===== src/rtl/bus_mailbox_pkg.sv =====
// Shared register map, STATUS bit layout and FSM encoding for the bus mailbox.
// Optional feature macro: MAILBOX_IRQ_EN (see bus_mailbox_slave).
package bus_mailbox_pkg;

   localparam logic [1:0] REG_DATA   = 2'd0;
   localparam logic [1:0] REG_STATUS = 2'd1;
   localparam logic [1:0] REG_CTRL   = 2'd2;
   localparam logic [1:0] REG_THRESH = 2'd3;

   localparam int unsigned ST_EMPTY     = 0;
   localparam int unsigned ST_FULL      = 1;
   localparam int unsigned ST_OVF       = 2;
   localparam int unsigned ST_UNF       = 3;
   localparam int unsigned ST_COUNT_LSB = 16;

   localparam int unsigned CTRL_FLUSH = 0;
   localparam int unsigned CTRL_CLR   = 1;

   typedef enum logic {
      S_IDLE  = 1'b0,
      S_FLUSH = 1'b1
   } mbox_state_e;

   function automatic logic [31:0] pack_status(input logic [15:0] cnt, input logic unf,
                                               input logic ovf, input logic full,
                                               input logic empty);
      logic [31:0] s;
      s                          = '0;
      s[ST_COUNT_LSB +: 16]      = cnt;
      s[ST_UNF]                  = unf;
      s[ST_OVF]                  = ovf;
      s[ST_FULL]                 = full;
      s[ST_EMPTY]                = empty;
      return s;
   endfunction

endpackage


===== src/rtl/mailbox_fifo.sv =====
// Circular-buffer FIFO for the mailbox: push, pop and flush-one (a pop that discards).
// Overflowing pushes and underflowing pops are ignored here; the caller flags them.
module mailbox_fifo #(
   parameter  int unsigned DEPTH = 16,
   parameter  int unsigned DW    = 32,
   localparam int unsigned AW    = $clog2(DEPTH),
   localparam int unsigned CW    = AW + 1
) (
   input  logic          clk,
   input  logic          reset,
   input  logic          push_i,
   input  logic          pop_i,
   input  logic          flush_i,
   input  logic [DW-1:0] wdata_i,
   output logic [DW-1:0] head_o,
   output logic [CW-1:0] count_o,
   output logic [CW-1:0] count_next_o,
   output logic          full_o,
   output logic          empty_o
);

   logic [DW-1:0] mem_q [DEPTH];
   logic [AW-1:0] wptr_q, wptr_d, rptr_q, rptr_d;
   logic [CW-1:0] count_q, count_d;
   logic          do_push, do_pop;

   assign full_o  = (count_q == CW'(DEPTH));
   assign empty_o = (count_q == '0);
   assign do_push = push_i & ~full_o;
   assign do_pop  = (pop_i | flush_i) & ~empty_o;

   always_comb begin
      wptr_d  = wptr_q;
      rptr_d  = rptr_q;
      count_d = count_q;
      if (do_push) wptr_d = wptr_q + AW'(1);
      if (do_pop)  rptr_d = rptr_q + AW'(1);
      if (do_push && !do_pop)      count_d = count_q + CW'(1);
      else if (do_pop && !do_push) count_d = count_q - CW'(1);
   end

   always_ff @(posedge clk or negedge reset) begin
      if (!reset) begin
         wptr_q  <= '0;
         rptr_q  <= '0;
         count_q <= '0;
      end else begin
         wptr_q  <= wptr_d;
         rptr_q  <= rptr_d;
         count_q <= count_d;
      end
   end

   // Storage is not reset: validity is tracked solely by the pointers and count.
   always_ff @(posedge clk) begin
      if (do_push) mem_q[wptr_q] <= wdata_i;
   end

   assign head_o       = mem_q[rptr_q];
   assign count_o      = count_q;
   assign count_next_o = count_d;

endmodule


===== src/rtl/bus_mailbox_slave.sv =====
// Memory-mapped mailbox slave: DATA/STATUS/CTRL/THRESH window over a FIFO with flush FSM.
// Define MAILBOX_IRQ_EN to enable the THRESH register and the level interrupt.
module bus_mailbox_slave
   import bus_mailbox_pkg::*;
#(
   parameter logic [31:0] BASE_ADDR = 32'h0004_0000,
   parameter int unsigned DEPTH     = 16
) (
   input  logic        clk,
   input  logic        reset,
   input  logic        rreq,
   input  logic        wreq,
   input  logic [31:0] addr,
   input  logic [31:0] wdata,
   output logic [31:0] rdata,
   output logic        ack,
   output logic        busy,
   output logic        irq
);

   localparam int unsigned TW = $clog2(DEPTH) + 1;

   mbox_state_e   state_q, state_d;
   logic [31:0]   rdata_q, rdata_d;
   logic          ovf_q, ovf_d, unf_q, unf_d;
   logic          beat, wr_beat, rd_beat;
   logic [1:0]    off;
   logic          push, pop, flush_one;
   logic [31:0]   head;
   logic [TW-1:0] count, count_next, thresh_rd;
   logic          full, empty;

   // ack is held low during reset so every output reads 0 while reset is asserted.
   assign ack       = reset & (rreq | wreq) & (addr[31:4] == BASE_ADDR[31:4]);
   assign beat      = ack & (state_q == S_IDLE);
   assign wr_beat   = beat & wreq;
   assign rd_beat   = beat & rreq & ~wreq;
   assign off       = addr[3:2];
   assign push      = wr_beat & (off == REG_DATA);
   assign pop       = rd_beat & (off == REG_DATA);
   assign flush_one = (state_q == S_FLUSH);
   assign busy      = (state_q == S_FLUSH);
   assign rdata     = rdata_q;

   mailbox_fifo #(
      .DEPTH (DEPTH),
      .DW    (32)
   ) u_fifo (
      .clk          (clk),
      .reset        (reset),
      .push_i       (push),
      .pop_i        (pop),
      .flush_i      (flush_one),
      .wdata_i      (wdata),
      .head_o       (head),
      .count_o      (count),
      .count_next_o (count_next),
      .full_o       (full),
      .empty_o      (empty)
   );

   always_comb begin
      state_d = state_q;
      rdata_d = rdata_q;
      ovf_d   = ovf_q;
      unf_d   = unf_q;
      case (state_q)
         S_IDLE:  if (wr_beat && off == REG_CTRL && wdata[CTRL_FLUSH]) state_d = S_FLUSH;
         // Leave once this cycle's discard empties the FIFO (or it was already empty).
         S_FLUSH: if (count <= TW'(1)) state_d = S_IDLE;
         default: state_d = S_IDLE;
      endcase
      if (push && full)  ovf_d = 1'b1;
      if (pop && empty)  unf_d = 1'b1;
      if (wr_beat && off == REG_CTRL && wdata[CTRL_CLR]) begin
         ovf_d = 1'b0;
         unf_d = 1'b0;
      end
      if (rd_beat) begin
         case (off)
            REG_DATA:   rdata_d = empty ? '0 : head;
            REG_STATUS: rdata_d = pack_status(16'(count), unf_q, ovf_q, full, empty);
            REG_THRESH: rdata_d = 32'(thresh_rd);
            default:    rdata_d = '0;
         endcase
      end
   end

   always_ff @(posedge clk or negedge reset) begin
      if (!reset) begin
         state_q <= S_IDLE;
         rdata_q <= '0;
         ovf_q   <= 1'b0;
         unf_q   <= 1'b0;
      end else begin
         state_q <= state_d;
         rdata_q <= rdata_d;
         ovf_q   <= ovf_d;
         unf_q   <= unf_d;
      end
   end

`ifdef MAILBOX_IRQ_EN
   logic [TW-1:0] thresh_q, thresh_d;
   logic          irq_q, irq_d;

   always_comb begin
      thresh_d = thresh_q;
      if (wr_beat && off == REG_THRESH) thresh_d = wdata[TW-1:0];
   end

   // Evaluated on next-state values so irq tracks the registered state without extra lag.
   assign irq_d = ((thresh_d != '0) && (count_next >= thresh_d)) || ovf_d;

   always_ff @(posedge clk or negedge reset) begin
      if (!reset) begin
         thresh_q <= '0;
         irq_q    <= 1'b0;
      end else begin
         thresh_q <= thresh_d;
         irq_q    <= irq_d;
      end
   end

   assign irq       = irq_q;
   assign thresh_rd = thresh_q;
`else
   logic unused_count_next;
   assign unused_count_next = ^count_next;
   assign irq       = 1'b0;
   assign thresh_rd = '0;
`endif

   logic unused_addr;
   assign unused_addr = ^addr[1:0];

endmodule


===== config.mk =====
export PLATFORM = sky130hd
export DESIGN_NAME = bus_mailbox_slave
export DESIGN_NICKNAME = d
export VERILOG_FILES = /design/src/rtl/bus_mailbox_pkg.sv /design/src/rtl/mailbox_fifo.sv /design/src/rtl/bus_mailbox_slave.sv
export SDC_FILE = /design/constraint.sdc
export NUM_CORES = 1
export LEC_CHECK = 0
export ABC_AREA = 1
export BUFFER_PORTS_ARGS = -buffer_cell sky130_fd_sc_hd__buf_2
export CORE_UTILIZATION = 35
export DETAILED_ROUTE_END_ITERATION = 8
export PLACE_DENSITY_LB_ADDON = 0.25
export REMOVE_ABC_BUFFERS = 1
export SLEW_MARGIN = 0
export SYNTH_ARGS = -nofsm -noshare
export SYNTH_HDL_FRONTEND = slang
export SYNTH_HIERARCHICAL = 1
export SYNTH_SLANG_ARGS = --single-unit

===== constraint.sdc =====
create_clock -name clk -period 3.1 [get_ports clk]
set_input_delay 0.62 -clock clk [delete_from_list [all_inputs] [get_ports clk]]
set_output_delay 0.62 -clock clk [all_outputs]
set_load 0.05 [all_outputs]

==> results of run 1 <==
-- where the power goes --
part           total [mW]  leakage, nW  internal (mW)  switching, mW
combinational       0.196         3.37         0.0412          0.155
sequential           8.24         5.08           8.24       0.000128
clock                6.70        0.875           3.89           2.82
-- layout by cell type, fill, tap and decap left out, types with 3 or more instances in the layout --
master     instances
o211ai_1          96
o21ai_2            8
inv_1            131
edfxtp_1         512
buf_4             40
nor2_4            17
bufinv_16          5
a32oi_1            5
dfrtp_1           44
inv_2              4
ha_1               7
o21ai_0          215
xor2_1            10
clkinv_1          13
nand4_1            3
nand3_1          145
clkinv_2           7
buf_2             99
nor2_1           440
nor2_2             3
nand2_1          179
nand2_2            4
o21ai_1           42
clkbuf_1          19
clkbuf_16         58
buf_12            27
-- registers in the layout, indices dropped and copies added, names as in the netlist --
name            flops
u_fifo/mem_q      512
rdata              32
u_fifo/count_o      5
u_fifo/rptr_q       4
u_fifo/wptr_q       4
busy                1
ovf_q               1
unf_q               1
-- cell type report --
type | instances | area share [%]
sequential | 560 | 61.42
clock inverter | 26 | 0.9406
tap | 864 | 4.003
clock buffer | 79 | 5.741
inverter | 138 | 1.946
multi-input combinational | 1183 | 20.98
antenna | 2 | 0.01853
timing repair buffer | 166 | 4.949
-- cell families (layout without fill, tap and decap cells) --
group,count (synthesis),in the layout,synth area share [%]
XOR/XNOR,10,10,0.3751
flip-flops,560,560,70.99
AO/OA/AOI/OAI,370,370,9.195
buffers and inverters,257,409,5.299
AND/OR/NAND/NOR,795,795,13.75
other,1,3,0.01606
adder cells (fa/ha/maj),7,7,0.3751
-- metrics by stage --
step / hold slack [ps] / util, % / instances
2_1_floorplan: 324.4 / - / 1881
3_3_place_gp: 474.8 / 38.25 / 2911
3_5_place_dp: 488.9 / 38.25 / 2911
4_1_cts: 298.4 / 40.99 / 3016
5_1_grt: 328.2 / 41.00 / 3017
6_report: 272.3 / 41.00 / 3018
-- routing by layer --
layer,wire length (um),vias up
li1,-,7201
met1,26690,7519
met2,29360,431
met3,3696,79
met4,1012,4
met5,23,-
-- worst paths after layout --
check                                            start                        endpoint  slack, ps  cells after the start
setup / recovery           u_fifo/count_o[0]$_DFF_PN0_  u_fifo/mem_q[14][21]$_DFFE_PP_        770                      8
hold / removal                                   reset            rdata[5]$_DFFE_PN0N_        270                      2
setup reg to reg           u_fifo/count_o[0]$_DFF_PN0_  u_fifo/mem_q[14][21]$_DFFE_PP_        770                      8
hold reg to reg                  rdata[18]$_DFFE_PN0N_           rdata[18]$_DFFE_PN0N_        500                      2
max in group asynchronous                        reset    u_fifo/rptr_q[0]$_DFFE_PN0P_       2190                      2
min in group clk                               addr[3]               ovf_q$_DFFE_PN0P_        360                      4
-- worst max-delay path: stages, from the launching register on --
cell	delay, ps
dfrtp_1	420
inv_1	120
ha_1	250
nand3_1	130
nand2_2	100
inv_2	160
nand2_1	270
nor2_4	210
buf_4	330
==> results.txt, run 1 <==
WS Path Type - flip-flop to flip-flop
Core Area - 0.06586 mm^2
Largest net degree at the start of global routing - 105
Maximum clock path buffer count - 3
#FFs+latches synth - 560
WP data arrival - 2620 ps
Num ports - 103
Largest cells by area after synthesis - edfxtp_1 (66%), nor2_1 (7.3%), dfrtp_1 (5.1%)
Num rows - 94
Lkg Pwr - 9.323 nW
TritonCTS clock tree - yes
DRC violations left - 0
Top Usage Layer GRT - met2
WL/cell - 20.14 um
Hold Vio Cnt, Final - 0
Syn. warnings - 6
GR Layer Usage met1 - 24.31%
Initial antenna violation count - 4
M3 GR Usage - 2.972%
Area share of the largest cell type after synthesis - 65.84%
Final min period - 2333 ps
Clock buffer count from CTS - 56
Global route overflow - 0
Design Power - 15.14 mW
Status - finished, final reports clean
Final Skew - 10.11 ps
Mean post-synth cell area - 11.68 um^2
Area leader, netlist - edfxtp_1
H-Tree Depth - 2
Post-CTS resize count - 0
Clock root buffer - clkbuf_16
Setup crit end kind - flip-flop
Port Buf Inserts - 99
Max Cap Viol - 0
Post-synth ARST share - 8.571%
Vias in the first global route - 15,109
Area Overhead vs Synth - 15.64%
First-pass GRT wire length - 92.11 mm
Via-per-instance ratio - 5.048
Final setup TNS - 0 ps
List of most frequent post-synthesis cells - edfxtp_1 (512), nor2_1 (456), o21ai_0 (215), nand2_1 (179), nand3_1 (145)
Synth Instances - 2,000
Dpl cell area - 0.02519 mm^2
VDD IR-drop max - 0.0003655 V
Worst path required time - 3380 ps
DRT Wirelength - 60.79 mm
Die Ht - 260.3 um
Hold Crit Class - input pin to asynchronous set/reset pin
Global routing met2 resource utilization - 30.42%
GRT Total Usage - 18.04%
Clk Latency, worst-skew pair - 620 ps
Final ANT Viol Nets - 0
Starting density of the core - 35.45%
GPL Wtd Cong - 0.7548
Layout cells sized above 1 - 13.20%
Top-count cell post-synth - edfxtp_1
HPWL Detailed - 33.24 mm
Syn Std Cell Area - 0.02335 mm^2
Fin area - 0.02700 mm^2
Worst setup margin - 767.4 ps
Clk sinks - 560
Register area - 0.01659 mm^2
DRT Pass-1 Iters - 5
# setup viols final - 0
Slew of the pin with the lowest slew margin - 999.6 ps
RSZ-0062 raised after global routing - no
Multi-input gate area - 0.005665 mm^2
Crit-path max FO - 15
Final Max Tran Viols - 0
Fin crit share - 75.24%
Hold_buf cts - 0
Die area - 0.06775 mm^2
Post-synth cell types - 34
Place WS - 177.0 ps
Filler instances - 6,175
Chip width - 260.3 um
Sequential-to-total area share from yosys stat - 70.99%
Routed vias - 15,234
Fin nets - 2,180
Post-CTS setup buffers - 0
Crit start category - flip-flop
Rel. slew slack - 33.36%
Reg clk slew, reported paths - 60 ps
Top_reg_cell synth - edfxtp_1
Initial DRC Count - 1,166
FMAX - 428.7 MHz
Post-synth EDFFs - 512
Pwr per Cell Area - 560.5 mW/mm^2
Note: power is estimated with default switching activity, not from simulation.
==> run 2, diff against run 1 <==
Settings changed: ABC_AREA 1 to 0.
Clock period 3.1 ns to 2 ns, I/O delays scaled along.
==> run 2 against run 1 <==
Critical path depth decreased by 1. Largest cell class unchanged. Clock power increased by 54%. Maximum frequency increased by 1.9%. Count of clock-buffer cells in the layout is 14 higher. Critical path type unchanged. Largest power group unchanged. The flow now finishes with violations (setup timing).
==> results.txt, run 2 <==
Status - finished, violations left
Violated checks - setup timing
Final Max Tran Viols - 0
Area leader, netlist - edfxtp_1
Hold Vio Cnt, Final - 0
Crit start category - flip-flop
GRT Total Usage - 16.72%
Post-synthesis mux area share - 14.99%
Clk sinks - 560
Port Buf Inserts - 99
Fin crit share - 114.5%
Worst path required time - 2480 ps
VDD IR-drop max - 0.0006166 V
Largest family of logic cells by synthesized area - multiplexers
Share of synthesized cell area in full adder, half adder and majority cells - 0.4543%
Via-per-instance ratio - 5.102
Worst reg2reg path endpoint - rdata[17]$_DFFE_PN0N_
First-pass GRT wire length - 77.17 mm
FF-to-FF Start - u_fifo/rptr_q[0]$_DFFE_PN0P_
Max Cap Viol - 0
Synth Area in Compound Gates - 3.163%
Fin nets - 1,402
Syn. warnings - 6
Most frequent cells in the layout - edfxtp_1 (512), mux4_2 (128), buf_2 (97)
Largest cells by area after synthesis - edfxtp_1 (71%), mux4_2 (13%), dfrtp_1 (5.5%)
Final setup TNS - -104,230 ps
Core Area - 0.06160 mm^2
Sequential-to-total area share from yosys stat - 76.18%
Die area - 0.06317 mm^2
Routed vias - 11,291
DRT Wirelength - 54.58 mm
Num rows - 91
Reg clk slew, reported paths - 60 ps
Pwr per Cell Area - 851.9 mW/mm^2
CP Capture Point - rdata[17]$_DFFE_PN0N_
Initial antenna violation count - 1
WP data arrival - 2770 ps
Num ports - 103
Number of diodes - 0
FMAX - 436.9 MHz
Most flops, register - u_fifo/mem_q
Worst setup margin - -289.1 ps
Commonest non-fill, non-tap cell in the layout - edfxtp_1
Chip width - 251.3 um
Hold Crit Class - input pin to asynchronous set/reset pin
Crit-path max FO - 7
Setup crit end kind - flip-flop
Met2 WL - 26.58 mm
Slew of the pin with the lowest slew margin - 830.4 ps
CP startpoint - u_fifo/rptr_q[0]$_DFFE_PN0P_
Post-synth cell types - 51
Vias in the first global route - 11,415
Final ANT Viol Nets - 0
List of most frequent post-synthesis cells - edfxtp_1 (512), mux4_2 (128), a22oi_1 (64), nand2_1 (64), dfrtp_1 (48)
Max reg flops - 512
Post-synth ARST share - 8.571%
Met1 Wirelength - 24.75 mm
H-Tree Depth - 2
Mean post-synth cell area - 20.84 um^2
WL/cell - 24.66 um
Layout cells sized above 1 - 40.55%
Maximum clock path buffer count - 3
Die Ht - 251.3 um
Final Util - 44.93%
Area share of the largest cell type after synthesis - 70.66%
Starting density of the core - 35.32%
Dpl cell area - 0.02464 mm^2
Largest net degree at the start of global routing - 49
Clock buffer count from CTS - 57
XOR/XNOR share of the synthesized area - 0.4025%
WS Path Type - flip-flop to flip-flop
Top-count cell post-synth - edfxtp_1
TritonCTS clock tree - yes
Syn Std Cell Area - 0.02176 mm^2
#FFs+latches synth - 560
DRC violations left - 0
Lkg Pwr - 9.183 nW
Place WS - -795.5 ps
GPL Wtd Cong - 0.7777
Clock root buffer - clkbuf_16
Worst R2R Setup Slack - -290 ps
HPWL Detailed - 31.26 mm
Rel. slew slack - 44.64%
Synth Instances - 1,044
Initial DRC Count - 864
Top_reg_cell synth - edfxtp_1
Final Skew - 22.64 ps
Post-synth EDFFs - 512
Post-Synth Simple-Gate Area - 2.852%
Area Overhead vs Synth - 27.19%
Final min period - 2289 ps
Fin area - 0.02768 mm^2
# setup viols final - 542
RSZ-0062 raised after global routing - yes
Met3 wire len - 2.480 mm
Clk Latency, worst-skew pair - 610 ps
Worst Hold Slack - 29.03 ps
Highest metal used - met5
DRT Pass-1 Iters - 5
R2R cell count - 7
Global route overflow - 0
-- run 2: final cells by class --
type                       instances  area (um^2)
fill                            5227        33920
sequential                       560        16580
multi-input combinational        397         5076
timing repair buffer             281         3058
clock buffer                      93         1664
tap                              837         1047
clock inverter                    15        133.9
inverter                          30        112.6
-- run 2: cell families (layout without fill, tap and decap cells) --
kind of cell             count (synthesis)  after routing
XOR/XNOR                                10             10
AND/OR/NAND/NOR                        125            125
multiplexers                           162            162
buffers and inverters                   87            419
adder cells (fa/ha/maj)                  8              8
AO/OA/AOI/OAI                           91             91
flip-flops                             560            560
other                                    1              1
-- run 2: worst min path at each step --
| stage | start | cells after the start | endpoint | slack [ps] |
|---|---|---|---|---|
| after CTS | reset | 2 | rdata[28]$_DFFE_PN0N_ | 70 |
| final | reset | 2 | u_fifo/wptr_q[1]$_DFFE_PN0P_ | 30 |
| after detailed placement | rdata[16]$_DFFE_PN0N_ | 1 | rdata[16]$_DFFE_PN0N_ | 500 |
| after global placement | rdata[0]$_DFFE_PN0N_ | 1 | rdata[0]$_DFFE_PN0N_ | 490 |
| after global routing | reset | 2 | rdata[18]$_DFFE_PN0N_ | 110 |
| after floorplan | reset | 0 | busy$_DFF_PN0_ | 100 |
-- run 2: through the flow --
stage	total power, mW	std cells
after CTS	23.85	2186
after global placement	13.52	2047
after global routing	24.28	2213
after detailed placement	13.53	2047
after floorplan	13.16	987
final	23.58	2213
-- run 2: timing repair --
item	CTS	global route
setup endpoints to repair	543	548
pin swaps	12	12
cloned	11	16
buffers inserted	22	14
gates resized for setup	58	34
hold buffers	0	0
-- run 2: critical path, cell delays in order (launching register included) --
cell and delay [ps]:
dfrtp_4 500, buf_12 160, buf_12 150, mux4_2 510
a22oi_2 240, nand2_1 130, a22o_1 230, mux2_4 250
-- run 2: report_power, final --
part	internal, mW	total [mW]	switching [mW]	leakage [nW]
combinational	0.156	0.494	0.338	3.19
sequential	12.8	12.8	0.00273	5.13
clock	5.93	10.3	4.38	0.869
-- run 2: routing by layer --
metal | vias to the layer above | GRT usage (%)
met3 | 58 | 2.506
li1 | 4874 | -
met2 | 326 | 27.69
met4 | 2 | 3.920
met5 | - | 0
met1 | 6031 | 23.29
==> run 3, diff against run 2 <==
Settings changed: SETUP_SLACK_MARGIN set to 0.2, SKIP_LAST_GASP set to 1, SYNTH_HIERARCHICAL 1 to unset.
==> run 3 against run 2 <==
The run still ends with setup timing left. Final cell count shrank 3.9%. Flip-flop and latch count is the same. Synthesized area decreased by 0.55%. Largest cell class unchanged. Clock skew decreased by 2.7 ps. Clock power about the same. Setup slack improved by 120 ps. Design area is 0.89% higher.
==> results.txt, run 3 <==
Status - finished, violations left
Violated checks - setup timing
TritonCTS clock tree - yes
Most flops, register - u_fifo.mem_q
Crit-path max FO - 11
Post-synth ARST share - 8.571%
First-pass GRT wire length - 79.68 mm
Die area - 0.06282 mm^2
Hold Crit Class - input pin to asynchronous set/reset pin
Synth Instances - 1,015
Clk Latency, worst-skew pair - 610 ps
Post-synthesis mux area share - 13.42%
Area Overhead vs Synth - 29.04%
Reg clk slew, reported paths - 60 ps
Combinational power share - 1.3%
Area share of the largest cell type after synthesis - 71.05%
Number of diodes - 0
GRT Total Usage - 17.54%
HPWL Detailed - 32.18 mm
Critical path buffer and inverter count - 3
Clk sinks - 560
DRC violations left - 0
Mean post-synth cell area - 21.32 um^2
Die Ht - 250.6 um
Slew of the pin with the lowest slew margin - 928.1 ps
Routed vias - 11,199
H-Tree Depth - 2
Layout cells sized above 1 - 45.01%
FMAX - 461.8 MHz
Initial antenna violation count - 3
Final min period - 2165 ps
Syn. warnings - 0
Top-count cell post-synth - edfxtp_1
Largest net degree at the start of global routing - 49
Hold Vio Cnt, Final - 0
#FFs+latches synth - 560
Post-synth cell types - 50
WL/cell - 25.84 um
Chip width - 250.6 um
Final Max Tran Viols - 0
Multi-input gate area - 0.005303 mm^2
Clock root buffer - clkbuf_16
Pwr per Cell Area - 842.8 mW/mm^2
WP data arrival - 2520 ps
P_sw - 4.628 mW
Clock power share - 44.4%
Filler instances - 5,000
Port Buf Inserts - 99
Lkg Pwr - 9.648 nW
Final ANT Viol Nets - 0
Initial DRC Count - 950
Largest cells by area after synthesis - edfxtp_1 (71%), mux4_2 (13%), dfrtp_1 (5.6%)
Hold_buf cts - 0
Top cell by count, worst path - and3_4
DRT Pass-1 Iters - 5
Clock buffer count from CTS - 56
Area leader, netlist - edfxtp_1
Max reg flops - 512
RSZ-0062 raised after global routing - yes
Num ports - 103
Largest family of logic cells by synthesized area - multiplexers
Post-synth EDFFs - 512
CP cell instances - inv_2, ha_4, or3b_4, nor2_4, nor2b_4, and3_4, buf_4, and3_4, buf_12
Design Power - 23.53 mW
Max incr delay on CP - 400 ps
Fin nets - 1,374
Register area - 0.01658 mm^2
Sequential-to-total area share from yosys stat - 76.60%
Crit path max-delay family - simple AND/OR/NAND/NOR gates
Worst setup margin - -165.3 ps
Pint - 18.90 mW
VDD IR-drop max - 0.0007074 V
Vias in the first global route - 11,740
Max Cap Viol - 0
Starting density of the core - 35.65%
Syn Std Cell Area - 0.02164 mm^2
List of most frequent post-synthesis cells - edfxtp_1 (512), mux4_2 (128), dfrtp_1 (48), nand2_1 (35), o21ai_1 (25)
Cells after DPL - 1,962
DRT Wirelength - 54.93 mm
XOR/XNOR share of the synthesized area - 0.4452%
Top_reg_cell synth - edfxtp_1
Maximum clock path buffer count - 3
Crit start category - flip-flop
Num rows - 90
Worst path required time - 2350 ps
Reg power frac - 54.3%
Final cell count without fillers - 2,126
Slowest stage cell, crit path - or3b_4
Synth Area in Compound Gates - 4.371%
Post-Synth Simple-Gate Area - 3.122%
Fin crit share - 108.3%
Most frequent cells in the layout - edfxtp_1 (512), mux4_2 (128), buf_2 (90)
Sw Ratio - 19.67%
Share of synthesized cell area in full adder, half adder and majority cells - 0.5204%
# setup viols final - 515
Commonest non-fill, non-tap cell in the layout - edfxtp_1
Final Skew - 19.92 ps
Rel. slew slack - 38.00%
Via-per-instance ratio - 5.268
WS Path Type - flip-flop to flip-flop
GPL Wtd Cong - 0.7525
Setup crit end kind - flip-flop
Final setup TNS - -35,990 ps
Global route overflow - 0
Core Area - 0.06070 mm^2
Place WS - -528.1 ps
[run 3: cell count changes after synthesis, moves of 19 or more]
cell / delta
inv_1: -24
nand2_1: -29
o21ai_1: +25
a221oi_2: +19
a22oi_1: -56
mux2i_1: -23
[run 3: logic make-up (layout without fill, tap and decap cells)]
kind of cell / count (synthesis) / count (layout)
DFF: 560 / 560
muxes: 130 / 130
and+or+nand+nor: 125 / 126
AOI/OAI and AO/OA: 118 / 118
buffers and inverters: 61 / 389
xor gates and xnor gates: 11 / 11
adders and majority gates: 9 / 9
other: 1 / 1
[run 3: power by group through the flow]
stage	logic [mW]	registers, mW	clock network [mW]
2_1_floorplan	0.0191	13.0	0
3_3_place_gp	0.271	13.0	0
3_5_place_dp	0.282	13.0	0
4_1_cts	0.298	12.8	10.7
5_1_grt	0.337	12.8	11.1
6_report	0.309	12.8	10.5
[run 3: repair_timing]
action | in CTS | in global routing
resized for setup | 131 | 38
endpoints found under the setup margin | 557 | 560
pin swaps | 62 | 33
cloned | 14 | 7
setup buffers | 27 | 11
[run 3: worst paths after layout]
kind                                                     from                       endpoint  slack [ps]  cells after the start
worst max-delay path            u_fifo.count_o[1]$_DFFE_PN0P_   u_fifo.mem_q[2][4]$_DFFE_PP_        -170                      9
worst min-delay path                                    reset           rdata[5]$_DFFE_PN0N_          40                      2
worst max register to register  u_fifo.count_o[1]$_DFFE_PN0P_   u_fifo.mem_q[2][4]$_DFFE_PP_        -170                      9
worst min register to register           rdata[6]$_DFFE_PN0N_           rdata[6]$_DFFE_PN0N_         480                      2
max in group asynchronous                               reset   u_fifo.rptr_q[2]$_DFFE_PN0P_        1280                      2
min in group clk                                    wdata[13]  u_fifo.mem_q[2][13]$_DFFE_PP_         180                      1
[run 3: area by class of cell]
class / count / share of cell area (%)
inverter: 6 / 0.08066
tap: 782 / 3.504
multi-input combinational: 395 / 18.99
clock buffer: 71 / 5.476
clock inverter: 34 / 1.120
timing repair buffer: 278 / 11.44
sequential: 560 / 59.39
[run 3: per-layer routing]
metal  routed length (um)  track usage [%]  vias up  share of wire [%]
met2                26400            28.33      271                 48
li1                     -                -     4834                  -
met4                  751            3.611        4                1.4
met3                 2452            3.107       60                4.5
met5                   23                0        -              0.042
met1                25300            24.91     6030                 46
[run 3: stage by stage]
| stage | hold slack [ps] | area [um^2] | util [%] |
|---|---|---|---|
| final | 40.97 | 27920 | 46.00 |
| after global routing | 84.55 | 27920 | 46.00 |
| after CTS | 50.07 | 27460 | 45.23 |
| after detailed placement | 474.7 | 24410 | 40.21 |
| after global placement | 462.0 | 24410 | 40.21 |
| after floorplan | 104.4 | 21340 | - |
